==> config.mk <==
export PLATFORM = sky130hd
export DESIGN_NAME = usb_tx_pkt_flat
export DESIGN_NICKNAME = d
export VERILOG_FILES = /design/src/rtl/usb_tx_pkt_pkg.sv /design/src/rtl/usb_tx_pkt_if.sv /design/src/rtl/usb_crc16_serial.sv /design/src/rtl/usb_tx_pkt.sv /design/src/flat_wrapper.sv
export SDC_FILE = /design/constraint.sdc
export NUM_CORES = 1
export LEC_CHECK = 0
export CORE_MARGIN = 5
export CORE_UTILIZATION = 57
export DETAILED_ROUTE_END_ITERATION = 16
export DONT_BUFFER_PORTS = 1
export PLACE_DENSITY = 0.74
export SKIP_LAST_GASP = 1
export SLEW_MARGIN = 20
export SYNTH_ARGS = -nofsm -noshare
export SYNTH_HDL_FRONTEND = slang
export SYNTH_SLANG_ARGS = --single-unit
==> constraint.sdc <==
create_clock -name clk -period 1.75 [get_ports clk]
set_input_delay 0.2625 -clock clk [delete_from_list [all_inputs] [get_ports clk]]
set_output_delay 0.2625 -clock clk [all_outputs]
set_load 0.05 [all_outputs]
==> src/rtl/usb_tx_pkt_pkg.sv <==
// rtl/usb_tx_pkt_pkg.sv - shared USB PID/CRC16 definitions and TX state type
package usb_tx_pkt_pkg;

    localparam logic [3:0] PID_ACK   = 4'h2;
    localparam logic [3:0] PID_NAK   = 4'hA;
    localparam logic [3:0] PID_STALL = 4'hE;
    localparam logic [3:0] PID_DATA0 = 4'h3;
    localparam logic [3:0] PID_DATA1 = 4'hB;

    localparam logic [15:0] CRC16_POLY     = 16'hA001;
    localparam logic [15:0] CRC16_INIT     = 16'hFFFF;
    localparam logic [15:0] CRC16_RESIDUAL = 16'hB001;

    typedef enum logic [2:0] {
        ST_IDLE,
        ST_PID,
        ST_DATA,
        ST_CRC,
        ST_DONE
    } tx_state_t;

    // One bit of the reflected CRC16: shift right, fold in poly when feedback is set
    function automatic logic [15:0] crc16_step(input logic [15:0] crc, input logic b);
        logic fb;
        fb = crc[0] ^ b;
        return (crc >> 1) ^ (fb ? CRC16_POLY : 16'h0000);
    endfunction

    // DATA0/DATA1/DATA2/MDATA all share 2'b11 in the low PID bits
    function automatic logic pid_is_data(input logic [3:0] pid);
        return pid[1:0] == 2'b11;
    endfunction

    // Wire form of the PID: check nibble in the upper half
    function automatic logic [7:0] pid_byte(input logic [3:0] pid);
        return {~pid, pid};
    endfunction

endpackage

==> src/rtl/usb_tx_pkt_if.sv <==
// rtl/usb_tx_pkt_if.sv - TX packet and PHY bit handshake bundle
interface usb_tx_pkt_if;
    logic       pkt_start;
    logic       pkt_done;
    logic [3:0] pkt_pid;
    logic [9:0] pkt_len;
    logic [7:0] pkt_data;
    logic       pkt_data_ack;
    logic       ll_start;
    logic       ll_bit;
    logic       ll_last;
    logic       ll_ack;

    modport master (
        output pkt_start, pkt_pid, pkt_len, pkt_data, ll_ack,
        input  pkt_done, pkt_data_ack, ll_start, ll_bit, ll_last
    );

    modport slave (
        input  pkt_start, pkt_pid, pkt_len, pkt_data, ll_ack,
        output pkt_done, pkt_data_ack, ll_start, ll_bit, ll_last
    );
endinterface

==> src/rtl/usb_crc16_serial.sv <==
// rtl/usb_crc16_serial.sv - bit-serial reflected CRC16 with init and enable
module usb_crc16_serial
    import usb_tx_pkt_pkg::*;
(
    input  logic        clk,
    input  logic        rst_n,
    input  logic        init,
    input  logic        en,
    input  logic        din,
    output logic [15:0] crc
);

    // Init wins over enable so a new packet can restart the CRC on any cycle
    always_ff @(posedge clk or negedge rst_n) begin
        if (!rst_n) begin
            crc <= CRC16_INIT;
        end else if (init) begin
            crc <= CRC16_INIT;
        end else if (en) begin
            crc <= crc16_step(crc, din);
        end
    end

endmodule

==> src/rtl/usb_tx_pkt.sv <==
// rtl/usb_tx_pkt.sv - USB packet serializer: PID, payload and CRC16, LSB first
module usb_tx_pkt
    import usb_tx_pkt_pkg::*;
(
    input  logic        clk,
    input  logic        rst_n,
    usb_tx_pkt_if.slave bus
);

    tx_state_t   state;
    logic [15:0] shreg;
    logic [3:0]  bit_cnt;
    logic [9:0]  rem;
    logic        is_data;
    logic        ll_start_r;
    logic        ll_last_r;
    logic        pkt_done_r;

    logic [15:0] crc;
    logic [15:0] crc_final;
    logic        start_ok;
    logic        ack_ok;
    logic        byte_end;
    logic        load_byte;
    logic        crc_en;

    assign start_ok  = bus.pkt_start && (state == ST_IDLE);
    assign ack_ok    = bus.ll_ack && (state == ST_PID || state == ST_DATA || state == ST_CRC);
    assign byte_end  = ack_ok && (state != ST_CRC) && (bit_cnt == 4'd7);
    // rem is forced to zero for PID-only packets, so no payload is ever fetched for them
    assign load_byte = byte_end && (rem != 10'd0);
    assign crc_en    = ack_ok && (state == ST_DATA);

    // The CRC bits must be loaded on the same ack that shifts out the last payload
    // bit, so fold that bit in here rather than waiting for the register
    assign crc_final = crc_en ? crc16_step(crc, shreg[0]) : crc;

    usb_crc16_serial u_crc (
        .clk   (clk),
        .rst_n (rst_n),
        .init  (start_ok),
        .en    (crc_en),
        .din   (shreg[0]),
        .crc   (crc)
    );

    assign bus.ll_bit       = shreg[0];
    assign bus.ll_start     = ll_start_r;
    assign bus.ll_last      = ll_last_r;
    assign bus.pkt_done     = pkt_done_r;
    assign bus.pkt_data_ack = load_byte;

    // Packet sequencer: one shift register feeds every bit; bytes and CRC are loaded on the completing ack
    always_ff @(posedge clk or negedge rst_n) begin
        if (!rst_n) begin
            state      <= ST_IDLE;
            shreg      <= '0;
            bit_cnt    <= '0;
            rem        <= '0;
            is_data    <= 1'b0;
            ll_start_r <= 1'b0;
            ll_last_r  <= 1'b0;
            pkt_done_r <= 1'b0;
        end else begin
            ll_start_r <= 1'b0;
            pkt_done_r <= 1'b0;
            case (state)
                ST_IDLE: begin
                    if (bus.pkt_start) begin
                        state      <= ST_PID;
                        shreg      <= {8'h00, pid_byte(bus.pkt_pid)};
                        bit_cnt    <= '0;
                        is_data    <= pid_is_data(bus.pkt_pid);
                        rem        <= pid_is_data(bus.pkt_pid) ? bus.pkt_len : 10'd0;
                        ll_start_r <= 1'b1;
                        ll_last_r  <= 1'b0;
                    end
                end
                ST_PID, ST_DATA: begin
                    if (bus.ll_ack) begin
                        bit_cnt <= bit_cnt + 4'd1;
                        shreg   <= shreg >> 1;
                        if (state == ST_PID && !is_data && bit_cnt == 4'd6) begin
                            ll_last_r <= 1'b1;
                        end
                        if (bit_cnt == 4'd7) begin
                            bit_cnt <= '0;
                            if (!is_data) begin
                                state      <= ST_DONE;
                                ll_last_r  <= 1'b0;
                                pkt_done_r <= 1'b1;
                            end else if (rem != 10'd0) begin
                                state <= ST_DATA;
                                shreg <= {8'h00, bus.pkt_data};
                                rem   <= rem - 10'd1;
                            end else begin
                                state <= ST_CRC;
                                shreg <= ~crc_final;
                            end
                        end
                    end
                end
                ST_CRC: begin
                    if (bus.ll_ack) begin
                        bit_cnt <= bit_cnt + 4'd1;
                        shreg   <= shreg >> 1;
                        if (bit_cnt == 4'd14) begin
                            ll_last_r <= 1'b1;
                        end
                        if (bit_cnt == 4'd15) begin
                            bit_cnt    <= '0;
                            state      <= ST_DONE;
                            ll_last_r  <= 1'b0;
                            pkt_done_r <= 1'b1;
                        end
                    end
                end
                ST_DONE: begin
                    state <= ST_IDLE;
                end
                default: begin
                    state <= ST_IDLE;
                end
            endcase
        end
    end

endmodule
==> src/flat_wrapper.sv <==
// flat-port wrapper written by rule: the top's interface ports become plain ports
module usb_tx_pkt_flat import usb_tx_pkt_pkg::*;
  (clk, rst_n, bus_pkt_start, bus_pkt_pid, bus_pkt_len, bus_pkt_data, bus_ll_ack, bus_pkt_done, bus_pkt_data_ack, bus_ll_start, bus_ll_bit, bus_ll_last);
  usb_tx_pkt_if bus_i ();
  input  logic clk;
  input  logic rst_n;
  input wire logic [$bits(bus_i.pkt_start)-1:0] bus_pkt_start;
  input wire logic [$bits(bus_i.pkt_pid)-1:0] bus_pkt_pid;
  input wire logic [$bits(bus_i.pkt_len)-1:0] bus_pkt_len;
  input wire logic [$bits(bus_i.pkt_data)-1:0] bus_pkt_data;
  input wire logic [$bits(bus_i.ll_ack)-1:0] bus_ll_ack;
  output wire logic [$bits(bus_i.pkt_done)-1:0] bus_pkt_done;
  output wire logic [$bits(bus_i.pkt_data_ack)-1:0] bus_pkt_data_ack;
  output wire logic [$bits(bus_i.ll_start)-1:0] bus_ll_start;
  output wire logic [$bits(bus_i.ll_bit)-1:0] bus_ll_bit;
  output wire logic [$bits(bus_i.ll_last)-1:0] bus_ll_last;
  assign bus_i.pkt_start = bus_pkt_start;
  assign bus_i.pkt_pid = bus_pkt_pid;
  assign bus_i.pkt_len = bus_pkt_len;
  assign bus_i.pkt_data = bus_pkt_data;
  assign bus_i.ll_ack = bus_ll_ack;
  assign bus_pkt_done = bus_i.pkt_done;
  assign bus_pkt_data_ack = bus_i.pkt_data_ack;
  assign bus_ll_start = bus_i.ll_start;
  assign bus_ll_bit = bus_i.ll_bit;
  assign bus_ll_last = bus_i.ll_last;
  usb_tx_pkt u_core (.clk(clk), .rst_n(rst_n), .bus(bus_i));
endmodule
# Yosys cells after proc, flatten, opt, wreduce, memory -nomap -nowiden
# Index checks and enable logic that the tools add are counted.
# op_classes
n_mux,48
n_addsub,2
eq_ne,17
bitwise,4
n_reduce_logical,21
# op_table
operator,count
two-way mux 16 bit,9
two-way mux 10 bit,6
one-hot mux 16 bit (3 select lines),1
two-way mux 4 bit,5
one-hot mux 10 bit (2 select lines),1
two-way mux 3 bit,6
two-way mux 1 bit,16
NOT 16 bit,1
bitwise XOR 15 x 16 -> 16 bit,1
one-hot mux 4 bit (3 select lines),1
AND reduction 5 bit,2
nonzero test 10 bit,1
"subtractor 10 x 1 -> 10 bit, second input constant",1
one-hot mux 3 bit (3 select lines),1
"== test 4 x 3 -> 1 bit, second input constant",2
"== test 4 bit, second input constant",2
logical AND 1 bit,8
"inequality test 2 bit, second input constant",4
"== test 3 x 2 -> 1 bit, second input constant",2
"inequality test 2 x 1 -> 1 bit, second input constant",3
AND reduction 6 bit,1
"adder 4 x 1 -> 4 bit, second input constant",1
NOT 4 bit,1
AND reduction 4 bit,1
other kinds (14),15
# word_totals
ff_bits,53
wordCells,101

# Depth between registers and ports, before layout
# Gate-level depths: netlist (run 1).
# logic_depth
depth_word,12
mapped_depth,8
ltp_nobuf,7

# Cells and area by module
# A second synthesis (run 1) with hierarchy kept.
# unflattened
hier_cells,339
hier_area_um2,3314.4
# by_module_without_submodules
module,cells_each,area_each_um2,instances,seq_area_each_um2
usb_tx_pkt,282,2611.3,1,925.9
usb_crc16_serial,57,703.2,1,420.4

# Least setup slack after synthesis (run 1)
# No wires, ideal clock.
# synth_path
kind,register to output
from,register u_core.state[1]
to,output bus_pkt_data_ack
n_path_buf,1
t_required_ns,1.487
stages_incl_launch_ff,5
setup_slack_ns,-0.199
arrival_time_ns,1.687
path_cell_list,dfrtp_1 xor2_1 nand2_1 clkbuf_1 nor2_1
# synth_between
elab_chain_len,7
# synth_rtl
item,line,rtl
from (decl),usb_tx_pkt.sv:10,tx_state_t state;
from (signal assigned),usb_tx_pkt.sv:56,state <= ST_IDLE;
from (signal assigned),usb_tx_pkt.sv:70,state <= ST_PID;
from (signal assigned),usb_tx_pkt.sv:89,state <= ST_DONE;
== test 3 x 1 -> 1 bit / == test 3 x 2 -> 1 bit (equally long branches),usb_tx_pkt.sv:28,assign ack_ok = bus.ll_ack && (state == ST_PID || state == ST_DATA || state == ST_CRC);
logical OR 1 bit (2 in series),usb_tx_pkt.sv:28,
logical AND 1 bit,usb_tx_pkt.sv:28,
logical AND 1 bit * (2 in series),usb_tx_pkt.sv:29,assign byte_end = ack_ok && (state != ST_CRC) && (bit_cnt == 4'd7);
logical AND 1 bit *,usb_tx_pkt.sv:31,assign load_byte = byte_end && (rem != 10'd0);
to (decl),flat_wrapper.sv:13,output wire logic [$bits(bus_i.pkt_data_ack)-1:0] bus_pkt_data_ack;
# Every way passes the cells marked *; elsewhere a longest branch is shown, timed or not.

# Worst setup path after layout (run 1)
# layout_path
from,register u_core.rem[5]
to,output bus_pkt_data_ack
# layout_between
elab_chain_len,2
# layout_rtl
item,line,rtl
from (decl),usb_tx_pkt.sv:13,logic [9:0] rem;
from (signal assigned),usb_tx_pkt.sv:74,rem <= pid_is_data(bus.pkt_pid) ? bus.pkt_len : 10'd0;
from (signal assigned),usb_tx_pkt.sv:95,rem <= rem - 10'd1;
nonzero test 10 bit,usb_tx_pkt.sv:31,
logical AND 1 bit,usb_tx_pkt.sv:31,
# No other way between the ends.

==> results of run 1 <==
==> cells in the mapped netlist, drive strengths merged (2+ instances only) <==
library cell  instances
nand3                 4
and2                  5
nor3                  4
or3b                  2
nor3b                 3
o22ai                 7
inv                   8
a22oi                10
a31oi                 4
nor4bb                2
nand4                 2
nand2b                3
dfrtp                37
o211ai                2
a32o                  2
nor2                 23
nand2                57
a221oi                5
xor2                  4
o221ai                6
buf                  14
o41ai                 2
a32oi                 3
clkbuf                6
a21oi                12
o311ai                5
nor2b                 4
nand4b                2
o21ai                27
mux2i                15
dfstp                16
a211oi                2
ha                    4
xnor2                 3
==> cell families (layout without fill, tap and decap cells) <==
| logic type | after synthesis | after routing | share of synthesized area |
|---|---|---|---|
| and+or+nand+nor | 119 | 119 | 0.198 |
| AOI/OAI and AO/OA | 90 | 90 | 0.205 |
| buffers and inverters | 28 | 95 | 0.0468 |
| muxes | 16 | 16 | 0.0549 |
| DFF | 53 | 53 | 0.458 |
| adders and majority gates | 4 | 4 | 0.0170 |
| xor gates and xnor gates | 7 | 7 | 0.0209 |
==> flip-flops by register name, indices dropped and copies added, names as in the netlist <==
name	count
u_core.bit_cnt	4
u_core.bus.ll_last	1
u_core.bus.ll_start	1
u_core.bus.pkt_done	1
u_core.is_data	1
u_core.rem	10
u_core.shreg	16
u_core.state	3
u_core.u_crc.crc	16
==> repair_timing <==
action | CTS | global route
gates cloned | 0 | 3
hold buffers | 2 | 0
endpoints found under the setup margin | 25 | 34
endpoints found under the hold margin | 53 | 0
pin swaps | 4 | 16
buffers inserted | 9 | 13
gates resized for setup | 25 | 73
==> path summary, 6_finish.rpt <==
path,start,slack (ns),to,cells after the start
worst max-delay path,u_core.rem[5],-0.15,bus_pkt_data_ack,6
worst min-delay path,bus_pkt_data[4],0.11,u_core.shreg[4],2
worst max register to register,u_core.rem[1],-0.13,u_core.rem[5],9
worst min register to register,u_core.shreg[9],0.51,u_core.shreg[9],2
max in group asynchronous,rst_n,1.00,u_core.u_crc.crc[3],2
min in group asynchronous,rst_n,0.46,u_core.shreg[12],2
==> worst max-delay path: stages (launching register included) <==
cell and delay [ns]:
dfrtp_1 0.47, nor3_1 0.22, buf_4 0.20, nand3_2 0.12
nand2b_4 0.12, nor2_4 0.04, buf_12 0.14
==> cell type report <==
| class | count | area, um^2 | area share |
|---|---|---|---|
| well taps | 70 | 87.6 | 0.0211 |
| inverters | 8 | 30.0 | 0.00723 |
| flip-flops and latches | 53 | 1350 | 0.325 |
| clock inverters | 2 | 17.5 | 0.00422 |
| repair buffers | 79 | 727 | 0.175 |
| multi-input cells | 236 | 1860 | 0.448 |
| clock buffers | 6 | 82.6 | 0.0199 |
==> layer usage <==
metal,GRT usage,vias to the layer above,wire length [um]
li1,-,1288,-
met2,0.380,160,4500
met1,0.336,1453,3700
met3,0.0581,24,657
met5,0,-,0
met4,0.0664,0,216
==> through the flow <==
stage               power (mW)  cells
floorplan                 2.95    317
global placement          3.78    420
detailed placement        3.84    420
CTS                       4.83    439
global route              5.77    454
finish                    5.48    454
==> power by group through the flow <==
stage / Sequential, mW / Combinational [mW] / Clock (mW)
global route: 1.82 / 3.12 / 0.832
global placement: 1.75 / 2.04 / 0
finish: 1.79 / 2.93 / 0.764
detailed placement: 1.75 / 2.09 / 0
CTS: 1.74 / 2.33 / 0.769
floorplan: 1.72 / 1.22 / 0
==> impl_summary.md, run 1 <==
Global route
The first global-routing pass estimated about 13000 um of wire. In the global route stage, overall resource usage came out at 0.242. The total overflow left after global routing is 0. The initial antenna violation count is 0.

The via count of the first global-routing pass is roughly 2600. The largest net degree at the start of global routing is between 50 and 60.

Synthesis
The number of standard cells after synthesis is ~320. The synthesized net count is approximately 350. The most used flip-flop cell after synthesis is dfrtp_1.

The synthesized netlist contains 52 unique library cells. The Yosys step of the flow raised 0 warnings. Yosys attributes the largest share of cell area to dfrtp_1 (32%), dfstp_2 (14%), nand2_1 (7.3%). The share of synthesized flip-flops with an asynchronous set or reset is 1.00. Of the synthesized area, sequential elements account for 0.458. In this run, synthesis inferred 0 flip-flops with an integrated enable. Synthesis inferred 53 register bits. Summed over all instances, the cell type with the most area after synthesis is dfrtp_1. The proportion of netlist area held by the largest area contributor is 0.315. The area of the mapped netlist is around 3000 um^2.

A synthesized cell averages approximately 9 um^2.

Routing
The count of vias placed by the detailed router is around 2900. The first TritonRoute pass finished after 5 iterations. Wires add up to ~9100 um. The number of remaining DRC errors is 0. The DRC marker count from the first detailed-route iteration is between 200 and 300.

The remaining number of nets flagged by the antenna check after routing is 0. After detailed routing, the number of vias per cell comes to roughly 6.4. In the final routed layout, each cell accounts on average for about 20 um.

Timing
The portion of the clock cycle consumed by the worst path in the final layout is 1.08. The minimum period implied by the final worst setup slack is between 1.5 and 2 ns. Setup repair after global routing could not meet its margin everywhere. The worst-case setup margin in the final layout is -0.145 ns. The count of endpoints failing hold in the final timing report is 0. The max-slew violation count was 0. The worst pin sits at a relative slew slack of 0.669.

The number of setup violations in the final report is 21. Setup total negative slack on the finished layout was measured at -1.48 ns. The final worst hold slack is 0.111 ns. The worst clock skew is ~0.0074 ns. The transition time at the pin with the least slew margin is slightly below 0.5 ns.

Derived from the worst setup path, the maximum achievable clock frequency is 0.528 GHz.

Min path
The worst hold path class is primary input to flop.

Pwr
The total leakage power is roughly 1.7 nW. The part of the total power dissipated in combinational logic is 0.534. Of the total power, registers draw 0.327. Power spread over the standard cell area amounts to between 1000 and 1500 nW/um^2. The internal portion of the total power is between 3 and 4 mW. Of the total power, the share spent switching nets is 0.420. The clock share of power is 0.139.

The worst-case IR drop observed on VDD is 0.991 mV. In this run the power spent charging and discharging nets is about 2.3 mW.

Outcome
The checks that failed: negative setup slack. The flow ran to the end, but the final reports show violations.

Floorplan
The initial cell density of the core is 0.583. The core region is 5040 um^2. The floorplan step set the die height to ~82 um. The floorplan has 26 rows. The die span in x is 81.8 um. The number of placed I/O pins is 31. The floorplan step defined a die boundary enclosing around 6700 um^2.

Clock tree
The clock passes through at most 2 buffers. The clock insertion delay at the later pin of the skew report is around 0.31 ns. The clock transition at the registers of the reported paths is 0.10 ns.

The number of levels in the clock H-tree is 2. In this run, CTS created clock tree buffers numbering 5. The CTS tree is yes. Clock tree synthesis selected as its root buffer the cell clkbuf_8. The tree built by TritonCTS fans out to 53 sinks.

Placement
OpenSTA, run right after detailed placement, puts the worst setup slack at -0.152 ns. At the end of routability-driven placement, the weighted congestion stood at about 0.88. In this run the cell area measured after placement is ~3400 um^2. The sum of net half-perimeters after detailed placement is ~5100 um. Port buffering added 0 buffers.

Setup path
STA classifies the critical path endpoint as an output pin. The arrival time of the worst setup path is about 1.6 ns. The maximum net fanout on the critical path is 5. The critical path class is flop to output pin. At the worst endpoint, the required time is around 1.5 ns.

STA classifies the critical path startpoint as a flop.

Layout
From synthesis to final layout, the design area changed by 41.4%. The share of post-route cells with drive strength above 1 is 0.422. The count of inserted antenna diode cells is 0. Leaving out fill and tap cells, the most frequent cells in the layout are buf_4 (64), nand2_1 (55), dfrtp_1 (35). The final design instance area without fill is 4160 um^2.

The number of inserted filler cells in the final layout is around 260. At the end of the flow the core is filled with cells to 0.824. The net count of the finished layout is around 410. The commonest non-fill, non-tap cell in the layout is buf_4.

Run
The number of maximum-capacitance violations is 0.
(Power assumes the default switching activity.)
==> run 2, diff against run 1 <==
--- a/config.mk
+++ b/config.mk
@@ -5,6 +5,7 @@
 export SDC_FILE = /design/constraint.sdc
 export NUM_CORES = 1
 export LEC_CHECK = 0
+export ABC_CLOCK_PERIOD_IN_PS = 1750
 export CORE_MARGIN = 5
 export CORE_UTILIZATION = 57
 export DETAILED_ROUTE_END_ITERATION = 16
==> results of run 2 <==
Same layout as run 1: the final DEF is identical, and so are final timing and power.
==> run 3, diff against run 2 <==
--- a/config.mk
+++ b/config.mk
@@ -5,12 +5,14 @@
 export SDC_FILE = /design/constraint.sdc
 export NUM_CORES = 1
 export LEC_CHECK = 0
+export ABC_AREA = 1
 export ABC_CLOCK_PERIOD_IN_PS = 1750
 export CORE_MARGIN = 5
-export CORE_UTILIZATION = 57
+export CORE_UTILIZATION = 58
 export DETAILED_ROUTE_END_ITERATION = 16
 export DONT_BUFFER_PORTS = 1
-export PLACE_DENSITY = 0.74
+export GPL_TIMING_DRIVEN = 0
+export PLACE_DENSITY = 0.75
 export SKIP_LAST_GASP = 1
 export SLEW_MARGIN = 20
 export SYNTH_ARGS = -nofsm -noshare
==> run 3 against run 2 <==
  * The flow still finishes with violations (negative setup slack)
  * Utilization down 7.2 points
  * Cell count grew 29%
  * Register-to-register slack improved by 0.07 ns
  * Flip-flop and latch count stayed put
  * Clock power fell by 5.6%
  * Die area up 9.8%
  * Largest power group unchanged
==> impl_summary.md, run 3 <==
Outcome
The run finished, with violations left. The final reports fail on negative setup slack.

Timing
The highest clock rate is 0.493 GHz (-6.5%). The setup total negative slack came to -0.439 ns (+1.04 ns). The count of endpoints failing hold in the final timing report is 0 (unchanged).

The minimum period implied by the final worst setup slack is 2.03 ns (+0.132 ns). Setup repair after global routing could not meet its margin everywhere. The worst clock skew is 0.0112 ns (+0.00389 ns). The number of setup violations in the final report is 6 (-71%). The max-slew violation count came to 0 (unchanged). The transition time at the pin with the least slew margin is 0.538 ns (+0.0421 ns). The relative slew slack is 0.640 (-0.0292). The worst-case setup margin in the final layout was -0.278 ns (-0.132 ns). The portion of the clock cycle consumed by the worst path in the final layout came to 1.16 (+0.0755).

Layout
The share of post-route cells with drive strength above 1 is 0.277 (-0.145). Leaving out fill and tap cells, the most frequent cells in the layout are nand2_1 (157), inv_1 (42), nor2_1 (36), dfrtp_1 (36), o21ai_0 (31). The count of inserted antenna diode cells was 0 (unchanged). The number of inserted filler cells in the final layout was 402 (+55%). The final core area utilization is 0.752 (-0.0723). The commonest non-fill, non-tap cell in the layout is nand2_1. The net count reported at finish is 542 (+31%).

The largest registers in the layout are u_core.shreg x16, u_core.u_crc.crc x16, u_core.rem x10. The area overhead of the layout relative to synthesis is 25.3%.

Floorplan
The standard cell core area is 5540 um^2 (+9.9%). The number of placed I/O pins is 31 (unchanged). The die span in x is 85.7 um (+4.8%). The standard-cell row count came to 27 (+3.8%). The initial cell density of the core was 0.600 (+0.0172). The height of the chip is 85.7 um (+4.8%). The floorplan die area is 7350 um^2 (+9.8%).

Global route
The initial antenna violation count is 0 (unchanged). The global-route wire length before repair is 13800 um (+11%). The total overflow reported by the global router is 0 (unchanged). The total global-route track usage is 0.236 (-0.00643).

The largest net degree at the start of global routing is 54 (unchanged). The via count of the first global-routing pass was 2887 (+10%).

Placement
The number of I/O port buffers came to 0 (unchanged). The sum of net half-perimeters after detailed placement is 5860 um (+14%). The global placer's final weighted congestion is 0.880 (+0.15%). The post-place setup slack came to -0.208 ns (-0.0564 ns).

Setup path
The cell count of the worst reg-to-reg path is 13 (+4). The critical path launch point type is a flop. The arrival time of the worst setup path is 1.77 ns (+0.14 ns). The critical path is of the flop to output pin type. The most critical setup path has its endpoint at bus_pkt_data_ack.

The required time reported for the critical path endpoint is 1.49 ns (about the same). The maximum net fanout on the critical path is 3 (-2). The endpoint type of the worst setup path is an output pin.

The setup slack of the worst register-to-register path was -0.06 ns (+0.07 ns). The startpoint identified for the worst register-to-register timing path is u_core.state[1]. The endpoint of the worst-slack reg-to-reg timing path is u_core.bus.ll_last. The most critical setup path has its startpoint at u_core.state[0].

Routing
The count of vias placed by the detailed router is 3307 (+13%). The via density per instance is 5.65 (-12%). The remaining number of nets flagged by the antenna check after routing is 0 (unchanged). The detailed-route wire length per cell is 16.1 um (-20%). The number of remaining DRC errors came to 0 (unchanged).

The overall routed net length was 9410 um (+3.6%). The number of detailed-route iterations in the first pass is 5 (unchanged). The DRC marker count from the first detailed-route iteration is 275 (-4.5%).

Synthesis
In the post-synthesis netlist, the cell with the most instances is nand2_1. The mean instance size in the synthesized netlist is 6.98 um^2 (-25%). The flop and latch count out of synthesis is 53 (unchanged). The number of distinct standard cells referenced by the synthesized netlist was 36 (-31%).

The proportion of netlist area held by the largest area contributor is 0.279 (-0.0365). The area of the mapped netlist was 3320 um^2 (+13%). The share of the yosys chip area belonging to registers is 0.405 (-0.0531). The share of synthesized flip-flops with an asynchronous set or reset was 1.00 (unchanged). The number of synthesized flops with an enable pin came to 0 (unchanged). The synthesized net count is 506 (+46%). The most used flip-flop cell after synthesis is dfrtp_1.

By count the netlist is led by nand2_1 (172), inv_1 (46), nor2_1 (46), dfrtp_1 (37), o21ai_0 (34). The number of standard cells after synthesis was 476 (+50%). Of all cell types, the one taking the most synthesized area is dfrtp_1. Yosys attributes the largest share of cell area to dfrtp_1 (28%), nand2_1 (19%), dfstp_2 (13%). The number of synthesis warnings is 0 (unchanged).

Clock tree
TritonCTS built the clock tree. The clock insertion delay at the later pin of the skew report is 0.32 ns (about the same). The number of clock sinks is 53 (unchanged). The number of levels in the clock H-tree is 2 (unchanged). Clock tree synthesis selected as its root buffer the cell clkbuf_8. The number of buffers on the longest clock path was 2 (unchanged). The number of clock buffers inserted by TritonCTS came to 5 (unchanged). The clock transition at the registers of the reported paths was 0.10 ns (about the same).

Pwr
The total leakage power is 2.04 nW (+22%). The power consumption was 8.26 mW (+51%). The worst vdd rail ir drop was 1.14 mV (+15%). The ratio of total power to cell area is 1980 nW/um^2 (+50%).

Run
The number of maximum-capacitance violations is 0 (unchanged).

Min path
The path class of the tightest hold or removal check is primary input to flop.
[run 3: cell types whose count changed in the layout (fill, tap and decap cells not counted), moves of 8 or more]
cell,change
nor2_1,+17
o21ai_2,+9
buf_4,-45
inv_1,+36
a21oi_1,+14
o21ai_0,+18
nand3_1,+19
nand2_2,+12
o21ai_1,-8
nand2_1,+102
[run 3: power by group]
| group | switching [mW] | internal [mW] | total, mW | leakage, nW |
|---|---|---|---|---|
| Clock | 0.438 | 0.283 | 0.721 | 0.0374 |
| Combinational | 3.13 | 2.27 | 5.40 | 1.36 |
| Sequential | 0.489 | 1.65 | 2.13 | 0.637 |
[run 3: cells by family after synthesis]
| group | Yosys count | synth area share |
|---|---|---|
| AOI/OAI and AO/OA | 78 | 0.136 |
| xor gates and xnor gates | 3 | 0.00791 |
| adders and majority gates | 4 | 0.0151 |
| buffers and inverters | 68 | 0.0877 |
| DFF | 53 | 0.405 |
| and+or+nand+nor | 270 | 0.348 |
[run 3: metal layers]
| metal | part of all wire | vias to the layer above | GRT usage |
|---|---|---|---|
| met4 | 0.023 | 0 | 0.0633 |
| met5 | 0 | - | 0 |
| met3 | 0.080 | 23 | 0.0509 |
| met2 | 0.49 | 152 | 0.388 |
| li1 | - | 1575 | - |
| met1 | 0.41 | 1557 | 0.315 |
[run 3: critical path, cell delays in order, from the launching register on]
cell and delay [ns]:
dfrtp_1 0.44, inv_2 0.10, nand3_4 0.08, nand2_2 0.11
buf_6 0.11, clkbuf_16 0.12, nand3_4 0.06, nor3_4 0.42
[run 3: timing repair]
| item | 4_1_cts | 5_1_grt |
|---|---|---|
| gates cloned | 0 | 2 |
| resized for setup | 9 | 92 |
| pin swaps | 5 | 20 |
| hold endpoints to repair | 53 | 0 |
| setup buffers | 13 | 14 |
| endpoints found under the setup margin | 29 | 44 |
| hold buffers | 2 | 0 |
[run 3: worst min-delay path by stage]
stage	slack, ns	to	from	cells past startpoint
after global routing	0.09	u_core.shreg[2]	bus_pkt_pid[2]	2
after floorplan	-0.03	u_core.bit_cnt[0]	rst_n	0
after global placement	-0.03	u_core.rem[5]	rst_n	0
after CTS	0.08	u_core.bus.ll_start	bus_pkt_start	2
after detailed placement	-0.03	u_core.rem[6]	rst_n	0
final	0.10	u_core.shreg[2]	bus_pkt_pid[2]	2
[run 3: final cells by class]
cell class                 instances  area (um^2)  share of cell area
multi-input combinational        355         1950               0.469
buffer                            12          145              0.0348
sequential                        53         1350               0.324
inverter                          55          226              0.0544
tap                               72         90.1              0.0216
clock inverter                     2         15.0             0.00360
timing repair buffer              30          317              0.0760
clock buffer                       6         72.6              0.0174
[run 3: through the flow]
| step | std cells | hold WS, ns | area (um^2) |
|---|---|---|---|
| floorplan | 476 | -0.0331 | 3350 |
| global placement | 548 | -0.0316 | 3440 |
| detailed placement | 548 | -0.0316 | 3440 |
| CTS | 571 | 0.0817 | 3700 |
| global route | 585 | 0.0927 | 4170 |
| finish | 585 | 0.102 | 4170 |
